===== src/rtl/key_dir_filter.sv =====
// Turns four raw HID keycode slots into one debounced W/A/S/D direction per frame (most recent held key wins).
// Optional KEYFILT_STICKY_EN: keycode_out keeps the last direction once no key is held.
module key_dir_filter #(
    parameter int         DEBOUNCE = 2,
    parameter logic [7:0] CODE_W   = 8'h1A,
    parameter logic [7:0] CODE_A   = 8'h04,
    parameter logic [7:0] CODE_S   = 8'h16,
    parameter logic [7:0] CODE_D   = 8'h07
) (
    input  logic       Reset,
    input  logic       frame_clk,
    input  logic [7:0] keycode0,
    input  logic [7:0] keycode1,
    input  logic [7:0] keycode2,
    input  logic [7:0] keycode3,
    output logic [7:0] keycode_out,
    output logic       key_valid,
    output logic       key_change
);

    localparam logic [2:0] DB = 3'(DEBOUNCE);

    logic [7:0] r_slot [4];
    logic [2:0] r_dcnt [4];
    logic [1:0] r_stk  [4];
    logic [2:0] r_stk_cnt;
    logic       r_change;

    logic [3:0] w_press;
    logic [3:0] w_hold;
    logic [3:0] w_rel;
    logic [1:0] w_nstk [4];
    logic [2:0] w_ncnt;
    logic [7:0] w_top_code;
    logic [7:0] w_next_top_code;
    logic [7:0] w_next_out;

    // Key IDs: 0=W, 1=A, 2=S, 3=D
    function automatic logic [7:0] code_of(input logic [1:0] id);
        case (id)
            2'd0:    code_of = CODE_W;
            2'd1:    code_of = CODE_A;
            2'd2:    code_of = CODE_S;
            default: code_of = CODE_D;
        endcase
    endfunction

    always_ff @(posedge frame_clk or posedge Reset) begin
        if (Reset) begin
            for (int s = 0; s < 4; s++) r_slot[s] <= 8'h00;
        end else begin
            r_slot[0] <= keycode0;
            r_slot[1] <= keycode1;
            r_slot[2] <= keycode2;
            r_slot[3] <= keycode3;
        end
    end

    always_comb begin
        w_press = 4'b0000;
        for (int s = 0; s < 4; s++) begin
            if (r_slot[s] == CODE_W) w_press[0] = 1'b1;
            if (r_slot[s] == CODE_A) w_press[1] = 1'b1;
            if (r_slot[s] == CODE_S) w_press[2] = 1'b1;
            if (r_slot[s] == CODE_D) w_press[3] = 1'b1;
        end
    end

    // Hold/release fire on the very edge the counter reaches or leaves DEBOUNCE.
    always_comb begin
        w_hold = 4'b0000;
        w_rel  = 4'b0000;
        for (int k = 0; k < 4; k++) begin
            w_hold[k] = w_press[k] && (r_dcnt[k] == DB - 3'd1);
            w_rel[k]  = !w_press[k] && (r_dcnt[k] == DB);
        end
    end

    always_ff @(posedge frame_clk or posedge Reset) begin
        if (Reset) begin
            for (int k = 0; k < 4; k++) r_dcnt[k] <= 3'd0;
        end else begin
            for (int k = 0; k < 4; k++) begin
                if (!w_press[k])        r_dcnt[k] <= 3'd0;
                else if (r_dcnt[k] != DB) r_dcnt[k] <= r_dcnt[k] + 3'd1;
            end
        end
    end

    // Compact out released entries first, then push new holds in W,A,S,D order.
    always_comb begin
        w_nstk = r_stk;
        w_ncnt = 3'd0;
        for (int i = 0; i < 4; i++) begin
            if ((3'(i) < r_stk_cnt) && !w_rel[r_stk[i]]) begin
                w_nstk[w_ncnt[1:0]] = r_stk[i];
                w_ncnt              = w_ncnt + 3'd1;
            end
        end
        for (int k = 0; k < 4; k++) begin
            if (w_hold[k] && (w_ncnt < 3'd4)) begin
                w_nstk[w_ncnt[1:0]] = 2'(k);
                w_ncnt              = w_ncnt + 3'd1;
            end
        end
    end

    assign w_top_code      = code_of(r_stk[2'(r_stk_cnt - 3'd1)]);
    assign w_next_top_code = code_of(w_nstk[2'(w_ncnt - 3'd1)]);

`ifdef KEYFILT_STICKY_EN
    logic [7:0] r_last;

    always_ff @(posedge frame_clk or posedge Reset) begin
        if (Reset) r_last <= 8'h00;
        else       r_last <= w_next_out;
    end

    assign w_next_out  = (w_ncnt != 3'd0) ? w_next_top_code : r_last;
    assign keycode_out = (r_stk_cnt != 3'd0) ? w_top_code : r_last;
`else
    assign w_next_out  = (w_ncnt != 3'd0) ? w_next_top_code : 8'h00;
    assign keycode_out = (r_stk_cnt != 3'd0) ? w_top_code : 8'h00;
`endif

    always_ff @(posedge frame_clk or posedge Reset) begin
        if (Reset) begin
            for (int i = 0; i < 4; i++) r_stk[i] <= 2'd0;
            r_stk_cnt <= 3'd0;
            r_change  <= 1'b0;
        end else begin
            r_stk     <= w_nstk;
            r_stk_cnt <= w_ncnt;
            r_change  <= (w_next_out != keycode_out);
        end
    end

    assign key_valid  = (r_stk_cnt != 3'd0);
    assign key_change = r_change;

endmodule


===== config.mk =====
export PLATFORM = sky130hd
export DESIGN_NAME = key_dir_filter
export DESIGN_NICKNAME = d
export VERILOG_FILES = /design/src/rtl/key_dir_filter.sv
export SDC_FILE = /design/constraint.sdc
export NUM_CORES = 1
export LEC_CHECK = 0
export ABC_AREA = 0
export CORE_ASPECT_RATIO = 1.2
export CORE_MARGIN = 2
export CORE_UTILIZATION = 57
export DETAILED_ROUTE_END_ITERATION = 8
export GPL_ROUTABILITY_DRIVEN = 0
export PLACE_DENSITY = 0.85
export SYNTH_ARGS = -nofsm -noshare
export SYNTH_HDL_FRONTEND = slang
export SYNTH_SLANG_ARGS = --single-unit

===== constraint.sdc =====
create_clock -name frame_clk -period 7 [get_ports frame_clk]
set_input_delay 1.05 -clock frame_clk [delete_from_list [all_inputs] [get_ports frame_clk]]
set_output_delay 1.05 -clock frame_clk [all_outputs]
set_load 0.01 [all_outputs]

==> flow_summary_export.csv <==
group,metric,value,unit
outcome,outcome,"finished, final reports clean",
die,die_x,79.9,µm
die,start_util,58.2,%
routing,vias,3521,
clocking,clk_path_buf_depth,2,
routing,drt_iter0_drc,298,
clocking,insertion_delay,0.31,ns
finish,diodes,0,
critical_path,cp_max_fo,7,
grt,grt.total_usage,26.2,%
finish,drive_above_1_share,12.4,%
routing,drtPass1Iterations,8,
critical_path,r2r_slack,0.37,ns
routing,postRouteAntennaNets,0,
critical_path,crit_top_cell,"ha_1",
placement,dp_cells,534,
min_path,min_to,"r_dcnt[7]",
timing,post-route-period-util,94.8,%
pwr,ir_drop,0.119,mV
clocking,clock-sinks,56,
die,rows,33,
placement,port_buffers,40,
finish,fin_cells,545,
clocking,cts_buffers,5,
grt,overflow,0,
synthesis,syn-instance-count,414,
flow_run,drv_cap,0,
finish,regArea,0.00140,mm²
clocking,root_buffer,"clkbuf_8",
synthesis,synth_area,0.00394,mm²
min_path,min_path_cells,2,
timing,fmax,0.151,GHz
routing,drc,0,
die,dieArea,0.00760,mm²
die,fp.dieH,95.1,µm
timing,finalHoldViolCount,0,
placement,dp_hpwl,7.35,mm
timing,rsz0062_at_grt,"no",
synthesis,synth-async-reset-ratio,100,%
timing,setup_tns,0,ns
min_path,hp-class,"flop to flop",
finish,area_growth,17.0,%
critical_path,required,7.20,ns
die,coreArea,0.00677,mm²
synthesis,synth_seq_cells,56,
die,io_pins,44,
timing,setup_violations,0,
critical_path,max_stage_delay,0.40,ns
timing,drv_slew,0,
synthesis,ys_types,79,
timing,slew_headroom,28.1,%
critical_path,worstSetupEndpointType,"flop",
critical_path,rr_startpoint,"r_slot[4]",
min_path,hp-start,"r_dcnt[7]",
routing,wl_per_cell,17.6,µm
critical_path,reg2reg_to,"key_change",
critical_path,critPathArrivalTime,6.83,ns
timing,fin_crit,6.63,ns
critical_path,worstSetupPathType,"flop to flop",
grt,grt_pass1_wl,15.4,mm
critical_path,start_kind,"flop",
finish,fin_util,68.1,%
grt,grt_max_degree,57,
critical_path,cpMaxStageDelayCell,"dfrtp_1",
timing,worstMarginPinSlew,1.08,ns
pwr,power_density,136,mW/mm²
synthesis,syn_avg_cell_area,9.52,µm²
clocking,htree_levels,2,
pwr,leakage,1.93,nW
clocking,cts_tree,"yes",
grt,antenna_found_initial,0,
timing,finClkSkew,0.00740,ns
clocking,path_clk_slew,0.10,ns
finish,nets,519,
finish,multi_input_area,0.00244,mm²
synthesis,yosysSeqAreaShare,35.6,%
routing,totalWireLength,9.57,mm
critical_path,worst_r2r_path_depth,29,
routing,vias_per_cell,6.46,
grt,grt_pass1_vias,3336,
synthesis,synth_edf_count,0,
finish,fillers,529,
synthesis,yosysWarnings,0,
synthesis,ys.flop_type,"dfrtp_1",
[cell usage after synthesis (all sizes together), types with 4 or more instances]
cell type	number	share of area, %
nor4	5	0.95
nand3	17	2.3
nand2	16	1.5
nor2	40	4.0
inv	32	3.0
and3	8	1.3
ha	28	8.9
a211oi	6	1.1
o21ai	12	1.6
nor3	15	2.4
buf	6	1.1
nor2b	12	1.9
mux2i	17	4.3
and4	5	1.2
a21oi	20	2.5
xnor2	10	3.2
clkbuf	6	0.57
o22ai	6	1.1
nor3b	4	0.89
nand3b	7	1.3
o31a	4	0.89
dfrtp	56	36
nand4	17	2.7
o221ai	4	0.89
[layout by cell type, fill, tap and decap left out, types with 9 or more instances in the layout]
cell type and count:
dfrtp_1 56, clkdlybuf4s50_1 40, nand4_1 17, mux2i_1 15, ha_1 27, a21oi_1 18
nand2_1 15, nand3_1 15, nor3_1 11, nor2b_1 12, nor2_1 39, inv_1 30
o21ai_0 9
[worst max-delay path by stage]
stage	endpoint	slack [ns]	cells after the start	start
finish	key_change	0.37	29	r_slot[4]
global route	key_change	0.02	30	r_slot[4]
CTS	key_change	0.09	29	r_slot[1]
detailed placement	key_change	0.01	29	r_slot[1]
global placement	key_change	0.30	29	r_slot[1]
floorplan	key_change	0.87	29	r_slot[1]
[final cells by class]
type	count	share of cell area (%)
multi-input cells	316	53.0
flip-flops and latches	56	30.4
repair buffers	46	9.66
clock buffers	5	1.49
inverters	32	2.61
well taps	87	2.36
clock inverters	3	0.488
[worst max-delay path: cells and delay by family (launching register included)]
family | cells | cell delay (ns)
simple gates | 10 | 2.10
compound gates | 8 | 1.65
fa+ha+maj | 5 | 1.48
flops | 1 | 0.40
mux | 2 | 0.40
xor+xnor | 2 | 0.32
buf+inv | 2 | 0.15
[cell families (layout without fill, tap and decap cells)]
kind of cell	Yosys count	count (layout)	share of synthesized area, %
XOR/XNOR	13	13	4.48
AND/OR/NAND/NOR	165	165	24.5
flip-flops	56	56	35.6
AO/OA/AOI/OAI	88	88	16.4
other	1	3	0.0952
multiplexers	19	19	5.46
buffers and inverters	44	86	4.70
adder cells (fa/ha/maj)	28	28	8.89
[per-stage QoR]
| step | cell area (µm²) | power [mW] | setup WS [ns] | hold slack [ns] |
|---|---|---|---|---|
| final | 4610 | 0.628 | 0.366 | 0.593 |
| after floorplan | 3950 | 0.413 | 0.874 | 0.523 |
| after global placement | 4410 | 0.450 | 0.302 | 0.554 |
| after global routing | 4610 | 0.658 | 0.0187 | 0.625 |
| after CTS | 4520 | 0.628 | 0.0884 | 0.601 |
| after detailed placement | 4410 | 0.454 | 0.0121 | 0.578 |
[report_power, final]
part	switching, mW	internal [mW]	leakage [nW]	total [mW]
Sequential	0.0119	0.336	0.707	0.348
Clock	0.105	0.0718	0.0485	0.176
Combinational	0.0514	0.0524	1.17	0.104
Total	0.168	0.460	1.93	0.628
[flip-flops by register name, indices dropped and copies added (netlist names)]
register    count
r_slot         32
key_change      1
r_dcnt         12
r_stk_cnt       3
r_stk           8
[metal layers]
layer | wire length [µm] | vias up | global-route usage (%) | share of wire, %
li1 | - | 1608 | - | -
met1 | 3640 | 1673 | 30.9 | 38
met2 | 4880 | 198 | 46.6 | 51
met3 | 633 | 42 | 3.79 | 6.6
met4 | 409 | 0 | 12.3 | 4.3
met5 | 0 | - | 0 | 0
[repair_timing]
action / 4_1_cts / 5_1_grt
setup endpoints to repair: 1 / 1
pin swaps: 0 / 3
gates resized for setup: 2 / 14
setup buffers: 0 / 3
hold buffers: 0 / 0
No activity file was read; power rests on OpenSTA's default activity.
